## src/rtl/cpu_types_pkg.sv

```systemverilog
// Shared types and constants for the pipeline fetch stage.
//   word_t         : 32-bit machine word
//   fetch_state_t  : fetch FSM states (RUN, RPEND, HALT)
//   fetch_act_t    : what the fetch stage does with the IF/ID latch on the next edge
//   PC_STEP_DEFAULT, BUBBLE_INSTR : default PC increment and the bubble instruction word
//   word_align()   : clears the byte-offset bits of an address
//   sat_inc()      : saturating increment used by the optional perf counters
package cpu_types_pkg;

    typedef logic [31:0] word_t;

    localparam word_t PC_STEP_DEFAULT = 32'd4;
    localparam word_t BUBBLE_INSTR    = 32'h0000_0000;

    typedef enum logic [1:0] {
        RUN   = 2'b00,
        RPEND = 2'b01,
        HALT  = 2'b10
    } fetch_state_t;

    typedef enum logic [2:0] {
        ACT_HOLD   = 3'd0,  // PC and IF/ID keep their values
        ACT_REDIR  = 3'd1,  // redirect applied, IF/ID loads a bubble, flush asserted
        ACT_HALT   = 3'd2,  // halt committed, IF/ID loads a bubble
        ACT_BUBBLE = 3'd3,  // no instruction available (miss or halted), bubble
        ACT_FETCH  = 3'd4   // instruction accepted, PC advances
    } fetch_act_t;

    function automatic word_t word_align(input word_t addr);
        return addr & ~32'd3;
    endfunction

    function automatic word_t sat_inc(input word_t value);
        return (value == 32'hFFFF_FFFF) ? value : value + 32'd1;
    endfunction

endpackage

```

## src/rtl/fetch_pc_reg.sv

```systemverilog
// PC register, pending-redirect capture and next-PC selection for the fetch stage.
// Ports:
//   CLK, nRST          : clock and asynchronous active-low reset
//   pipe_en, stall     : global advance enable, load-use stall
//   redirect, redirect_pc : taken branch/jump and its target
//   halt_in, ihit      : decode holds halt, instruction memory hit
//   pc_o               : current PC
//   pc_plus_o          : PC + PC_STEP (wraps modulo 2^32)
//   state_o            : current fetch state
//   act_o              : action taken at the coming edge (drives IF/ID, flush, counters)
module fetch_pc_reg
    import cpu_types_pkg::*;
#(
    parameter word_t PC_INIT = 32'h0000_0000,
    parameter word_t PC_STEP = PC_STEP_DEFAULT
) (
    input  logic         CLK,
    input  logic         nRST,
    input  logic         pipe_en,
    input  logic         stall,
    input  logic         redirect,
    input  word_t        redirect_pc,
    input  logic         halt_in,
    input  logic         ihit,
    output word_t        pc_o,
    output word_t        pc_plus_o,
    output fetch_state_t state_o,
    output fetch_act_t   act_o
);

    fetch_state_t state_q, state_d;
    word_t        pc_q, pc_d;
    word_t        tgt_q, tgt_d;
    fetch_act_t   act_s;
    word_t        pc_plus_s;

    // Next-state, next-PC and action selection in priority order.
    always_comb begin
        state_d   = state_q;
        pc_d      = pc_q;
        tgt_d     = tgt_q;
        act_s     = ACT_HOLD;
        pc_plus_s = pc_q + PC_STEP;
        if (!pipe_en) begin
            // Only a running fetch can latch a redirect while the pipe is frozen.
            if (redirect && (state_q == RUN)) begin
                tgt_d   = word_align(redirect_pc);
                state_d = RPEND;
            end else begin
                state_d = state_q;
            end
        end else if (state_q == HALT) begin
            act_s = ACT_BUBBLE;
        end else if (redirect || (state_q == RPEND)) begin
            // A live redirect is newer than any captured target.
            pc_d    = redirect ? word_align(redirect_pc) : tgt_q;
            state_d = RUN;
            act_s   = ACT_REDIR;
        end else if (halt_in) begin
            state_d = HALT;
            act_s   = ACT_HALT;
        end else if (stall) begin
            act_s = ACT_HOLD;
        end else if (!ihit) begin
            act_s = ACT_BUBBLE;
        end else begin
            pc_d  = pc_plus_s;
            act_s = ACT_FETCH;
        end
    end

    // PC, pending target and fetch state registers.
    always_ff @(posedge CLK or negedge nRST) begin
        if (!nRST) begin
            state_q <= RUN;
            pc_q    <= PC_INIT;
            tgt_q   <= 32'h0000_0000;
        end else begin
            state_q <= state_d;
            pc_q    <= pc_d;
            tgt_q   <= tgt_d;
        end
    end

    assign pc_o      = pc_q;
    assign pc_plus_o = pc_plus_s;
    assign state_o   = state_q;
    assign act_o     = act_s;

endmodule

```

## src/rtl/pipeline_fetch_stage.sv

```systemverilog
// Instruction-fetch stage of the 5-stage MIPS pipeline: PC (via fetch_pc_reg),
// instruction-memory request, IF/ID latch and optional performance counters.
// Optional feature macro: FETCH_PERF_EN (fetch/bubble counters; tied to 0 when undefined).
// Ports:
//   CLK, nRST                 : clock, asynchronous active-low reset
//   pipe_en, stall            : global advance enable, load-use stall
//   redirect, redirect_pc     : taken branch/jump from a later stage
//   halt_in                   : decode holds a halt instruction
//   ihit, imemload            : instruction memory valid and data
//   imemREN, imemaddr         : instruction memory request
//   IF_Instr_OUT, IF_npc_OUT, IF_valid_OUT : IF/ID latch
//   flush                     : downstream latches load a bubble this edge
//   fetch_count, bubble_count : perf counters
module pipeline_fetch_stage
    import cpu_types_pkg::*;
#(
    parameter word_t PC_INIT = 32'h0000_0000,
    parameter word_t PC_STEP = PC_STEP_DEFAULT
) (
    input  logic        CLK,
    input  logic        nRST,
    input  logic        pipe_en,
    input  logic        stall,
    input  logic        redirect,
    input  logic [31:0] redirect_pc,
    input  logic        halt_in,
    input  logic        ihit,
    input  logic [31:0] imemload,
    output logic        imemREN,
    output logic [31:0] imemaddr,
    output logic [31:0] IF_Instr_OUT,
    output logic [31:0] IF_npc_OUT,
    output logic        IF_valid_OUT,
    output logic        flush,
    output logic [31:0] fetch_count,
    output logic [31:0] bubble_count
);

    word_t        pc_s;
    word_t        pc_plus_s;
    fetch_state_t state_s;
    fetch_act_t   act_s;
    logic         bubble_s;

    fetch_pc_reg #(
        .PC_INIT (PC_INIT),
        .PC_STEP (PC_STEP)
    ) u_pc (
        .CLK         (CLK),
        .nRST        (nRST),
        .pipe_en     (pipe_en),
        .stall       (stall),
        .redirect    (redirect),
        .redirect_pc (redirect_pc),
        .halt_in     (halt_in),
        .ihit        (ihit),
        .pc_o        (pc_s),
        .pc_plus_o   (pc_plus_s),
        .state_o     (state_s),
        .act_o       (act_s)
    );

    word_t instr_q, instr_d;
    word_t npc_q, npc_d;
    logic  valid_q, valid_d;

    // IF/ID latch next value: bubble, new instruction or hold.
    always_comb begin
        instr_d  = instr_q;
        npc_d    = npc_q;
        valid_d  = valid_q;
        bubble_s = 1'b0;
        case (act_s)
            ACT_REDIR, ACT_HALT, ACT_BUBBLE: begin
                instr_d  = BUBBLE_INSTR;
                npc_d    = 32'h0000_0000;
                valid_d  = 1'b0;
                bubble_s = 1'b1;
            end
            ACT_FETCH: begin
                instr_d = imemload;
                npc_d   = pc_plus_s;
                valid_d = 1'b1;
            end
            default: begin
                bubble_s = 1'b0;
            end
        endcase
    end

    // IF/ID latch registers.
    always_ff @(posedge CLK or negedge nRST) begin
        if (!nRST) begin
            instr_q <= BUBBLE_INSTR;
            npc_q   <= 32'h0000_0000;
            valid_q <= 1'b0;
        end else begin
            instr_q <= instr_d;
            npc_q   <= npc_d;
            valid_q <= valid_d;
        end
    end

    // Gating with nRST keeps the request and flush quiet while reset is held.
    assign imemREN      = nRST & (state_s != HALT);
    assign imemaddr     = pc_s;
    assign flush        = nRST & (act_s == ACT_REDIR);
    assign IF_Instr_OUT = instr_q;
    assign IF_npc_OUT   = npc_q;
    assign IF_valid_OUT = valid_q;

`ifdef FETCH_PERF_EN
    word_t fetch_cnt_q, fetch_cnt_d;
    word_t bubble_cnt_q, bubble_cnt_d;

    // Saturating event counters.
    always_comb begin
        fetch_cnt_d  = (act_s == ACT_FETCH) ? sat_inc(fetch_cnt_q) : fetch_cnt_q;
        bubble_cnt_d = bubble_s ? sat_inc(bubble_cnt_q) : bubble_cnt_q;
    end

    // Perf counter registers.
    always_ff @(posedge CLK or negedge nRST) begin
        if (!nRST) begin
            fetch_cnt_q  <= 32'h0000_0000;
            bubble_cnt_q <= 32'h0000_0000;
        end else begin
            fetch_cnt_q  <= fetch_cnt_d;
            bubble_cnt_q <= bubble_cnt_d;
        end
    end

    assign fetch_count  = fetch_cnt_q;
    assign bubble_count = bubble_cnt_q;
`else
    assign fetch_count  = 32'h0000_0000;
    assign bubble_count = 32'h0000_0000;
`endif

endmodule

```

## config.mk

```make
export PLATFORM = sky130hd
export DESIGN_NAME = pipeline_fetch_stage
export DESIGN_NICKNAME = d
export VERILOG_FILES = /design/src/rtl/cpu_types_pkg.sv /design/src/rtl/fetch_pc_reg.sv /design/src/rtl/pipeline_fetch_stage.sv
export SDC_FILE = /design/constraint.sdc
export NUM_CORES = 1
export LEC_CHECK = 0
export ABC_AREA = 1
export CAP_MARGIN = 5
export CORE_UTILIZATION = 47
export CTS_BUF_LIST = sky130_fd_sc_hd__clkbuf_8
export DETAILED_ROUTE_END_ITERATION = 12
export MAX_ROUTING_LAYER = met4
export PLACE_DENSITY = 0.83
export SYNTH_ARGS = -nofsm -noshare
export SYNTH_HDL_FRONTEND = slang
export SYNTH_SLANG_ARGS = --single-unit
```

## constraint.sdc

```tcl
create_clock -name CLK -period 1.9 [get_ports CLK]
set_input_delay 0.38 -clock CLK [delete_from_list [all_inputs] [get_ports CLK]]
set_output_delay 0.38 -clock CLK [all_outputs]
set_load 0.005 [all_outputs]
```

==> impl_metrics.csv <==
group,metric,value,unit
status,status,"finished, final reports clean",
sta,holdWs,0.0186,ns
floorplanning,die_w,122,µm
synthesis,synth_top_area_share,0.463,
placement,place_ws,-0.342,ns
sta,fin_crit_sh,0.976,
sta,final-hold-violation-count,0,
synthesis,synth.ff_latch_count,125,
pwr,vdd_drop_max,0.492,mV
drt,firstDrtPassIters,5,
drt,post_drt_wl_per_cell,13.6,µm
floorplanning,ios,234,
layout,drive_gt1_frac,0.0869,
floorplanning,coreArea,13900,µm²
setup_path,crit_arrival,1.47,ns
synthesis,synth_ff_type,"dfrtp_1",
sta,period_minus_slack,1.85,ns
synthesis,netlist_top_cells_count,"nand2_1, dfrtp_1, buf_4, nor2_1, inv_1",
clocking,root_buffer,"clkbuf_8",
placement,gp_congestion,0.910,
setup_path,startpoint_type,"flop",
floorplanning,die_h,122,µm
drt,ant_nets,0,
clocking,clockBufferDepth,2,
placement,dp_hpwl,13.4,mm
drt,route.detailed.drc,0,
setup_path,crit_type,"flop to output pin",
synthesis,synth_area_leaders,"dfrtp_1, nand2_1, buf_4",
sta,relSlewSlack,0.530,
hold_path,hold_class,"primary input to asynchronous set/reset pin",
synthesis,synth_top_area_cell,"dfrtp_1",
clocking,cts_tree,"built",
synthesis,synth_seq_area_share,0.463,
setup_path,critPathCaptureType,"output pin",
sta,rsz0062_at_grt,"yes",
global_route,grt_overflow,0,
job,maxCapViolations,0,
clocking,htreeDepth,4,
clocking,hold_buffers,0,
drt,drt-total-wl,17.8,mm
pwr,power_density,1050,nW/µm²
global_route,grt_pass1_wl,28.9,mm
sta,slew_viol_final,0,
floorplanning,dieArea,14900,µm²
drt,drt_iter0_drc,457,
global_route,grt_start_max_net_pins,126,
pwr,power_leakage,4.57,nW
layout,finalNetCount,1189,
synthesis,ys_async_sr_fraction,1.00,
synthesis,ys_warn_count,0,
layout,antenna_cells,0,
floorplanning,rows,43,
drt,vias_per_cell,4.82,
synthesis,syn_avg_cell_area,7.29,µm²
clocking,clock_sinks,125,
sta,fin_ws,0.0460,ns
synthesis,netlist_area,6750,µm²
sta,tightest_slew,0.705,ns
setup_path,cp_max_fo,3,
clocking,cts.clk_slew.worst_paths,0.06,ns
setup_path,critPathRequiredTime,1.52,ns
floorplanning,initial_core_util,0.485,
global_route,antenna_found_initial,0,
clocking,cts_made_buffers,17,
setup_path,rrSetupSlack,0.15,ns
sta,setup_viol,0,
global_route,grt_pass1_vias,5955,
placement,portBuffers,163,
layout,fillCellCount,1242,
synthesis,yosysMostFrequentCell,"nand2_1",
pwr,p_total,9.51,mW
synthesis,synth_edf_count,0,
global_route,grt_use_total,0.262,
drt,vias,6305,
sta,clock.fmax,539,MHz
synthesis,syn_inst,926,
sta,finClkSkew,0.0121,ns
synthesis,synth.distinct_cells,26,
layout,layout-area-overhead-vs-synth,33.9,%
clocking,clk-insertion-delay-late,0.44,ns
==> cell usage in the layout, fill, tap and decap left out, drive strengths merged <==
cell type	instances
a21oi	19
o211ai	6
nand3	44
conb	68
nand3b	4
nor2	74
nand2	420
bufinv	3
xnor2	5
dfrtp	125
clkinv	1
clkinvlp	2
dlygate4sd2	1
o21ai	37
a31oi	22
clkbuf	20
mux2i	1
nand4	5
buf	49
ha	1
xor2	6
inv	54
clkdlybuf4s50	160
nor3	1
==> critical path, cell delays in order (launching register included) <==
cell and delay, ns:
dfrtp_1 0.39, inv_2 0.09, nor2_4 0.05, nor2_4 0.10, o21ai_1 0.07, o21ai_1 0.15
nor3_1 0.06, buf_2 0.12
==> layout make-up <==
cell class / instances / area (µm²) / share of cell area
inverters: 50 / 188 / 0.0208
repair buffers: 210 / 2070 / 0.229
flip-flops and latches: 125 / 3140 / 0.347
well taps: 180 / 225 / 0.0249
clock buffers: 20 / 275 / 0.0304
clock inverters: 10 / 125 / 0.0138
multi-input cells: 713 / 3020 / 0.334
==> timing repair <==
item,4_1_cts,5_1_grt
gates resized for setup,13,13
setup buffers,2,1
endpoints found under the hold margin,0,0
cloned,0,0
pin swaps,1,2
endpoints found under the setup margin,3,14
==> kinds of logic (layout without fill, tap and decap cells) <==
family,after synthesis,after routing,share of synthesized area
xor gates and xnor gates,11,11,0.0143
and+or+nand+nor,548,548,0.320
AOI/OAI and AO/OA,84,84,0.0691
adders and majority gates,1,1,0.00185
other,1,68,0.000555
buffers and inverters,155,290,0.130
DFF,125,125,0.463
muxes,1,1,0.00148
==> state kept, by name, summed over array words and instances, names as in the netlist <==
name / cells
IF_npc_OUT: 30
IF_Instr_OUT: 32
IF_valid_OUT: 1
u_pc.tgt_q: 30
u_pc.pc_o: 30
u_pc.state_o: 2
==> per-stage QoR <==
stage / setup TNS (ns) / utilization / instance area [µm²] / std cells
finish: 0 / 0.649 / 9040 / 1308
global route: -0.0674 / 0.649 / 9040 / 1308
CTS: -0.0416 / 0.647 / 9010 / 1307
detailed placement: -18.06 / 0.616 / 8590 / 1275
global placement: -14.94 / 0.616 / 8590 / 1275
floorplan: 0 / - / 7000 / 993
==> routing by layer <==
metal	routed length, µm	global-route usage
met5	0	-
met4	414	0.110
met3	1400	0.0702
met2	8300	0.403
met1	7720	0.323
==> worst paths after layout <==
path | to | startpoint | depth (start not counted)
setup / recovery | flush | u_pc.state_o[0] | 7
hold / removal | u_pc.tgt_q[26] | nRST | 2
min in group CLK | IF_npc_OUT[27] | IF_npc_OUT[27] | 2
max in group asynchronous | u_pc.pc_o[16] | nRST | 2
setup reg to reg | IF_Instr_OUT[13] | u_pc.state_o[0] | 11
hold reg to reg | IF_npc_OUT[27] | IF_npc_OUT[27] | 2
==> where the power goes <==
part / total, mW / switching, mW / internal [mW]
registers: 3.77 / 0.561 / 3.21
logic: 3.40 / 1.80 / 1.60
clock network: 2.34 / 0.972 / 1.37
total: 9.51 / 3.34 / 6.17
No activity file was read; power rests on OpenSTA's default activity.
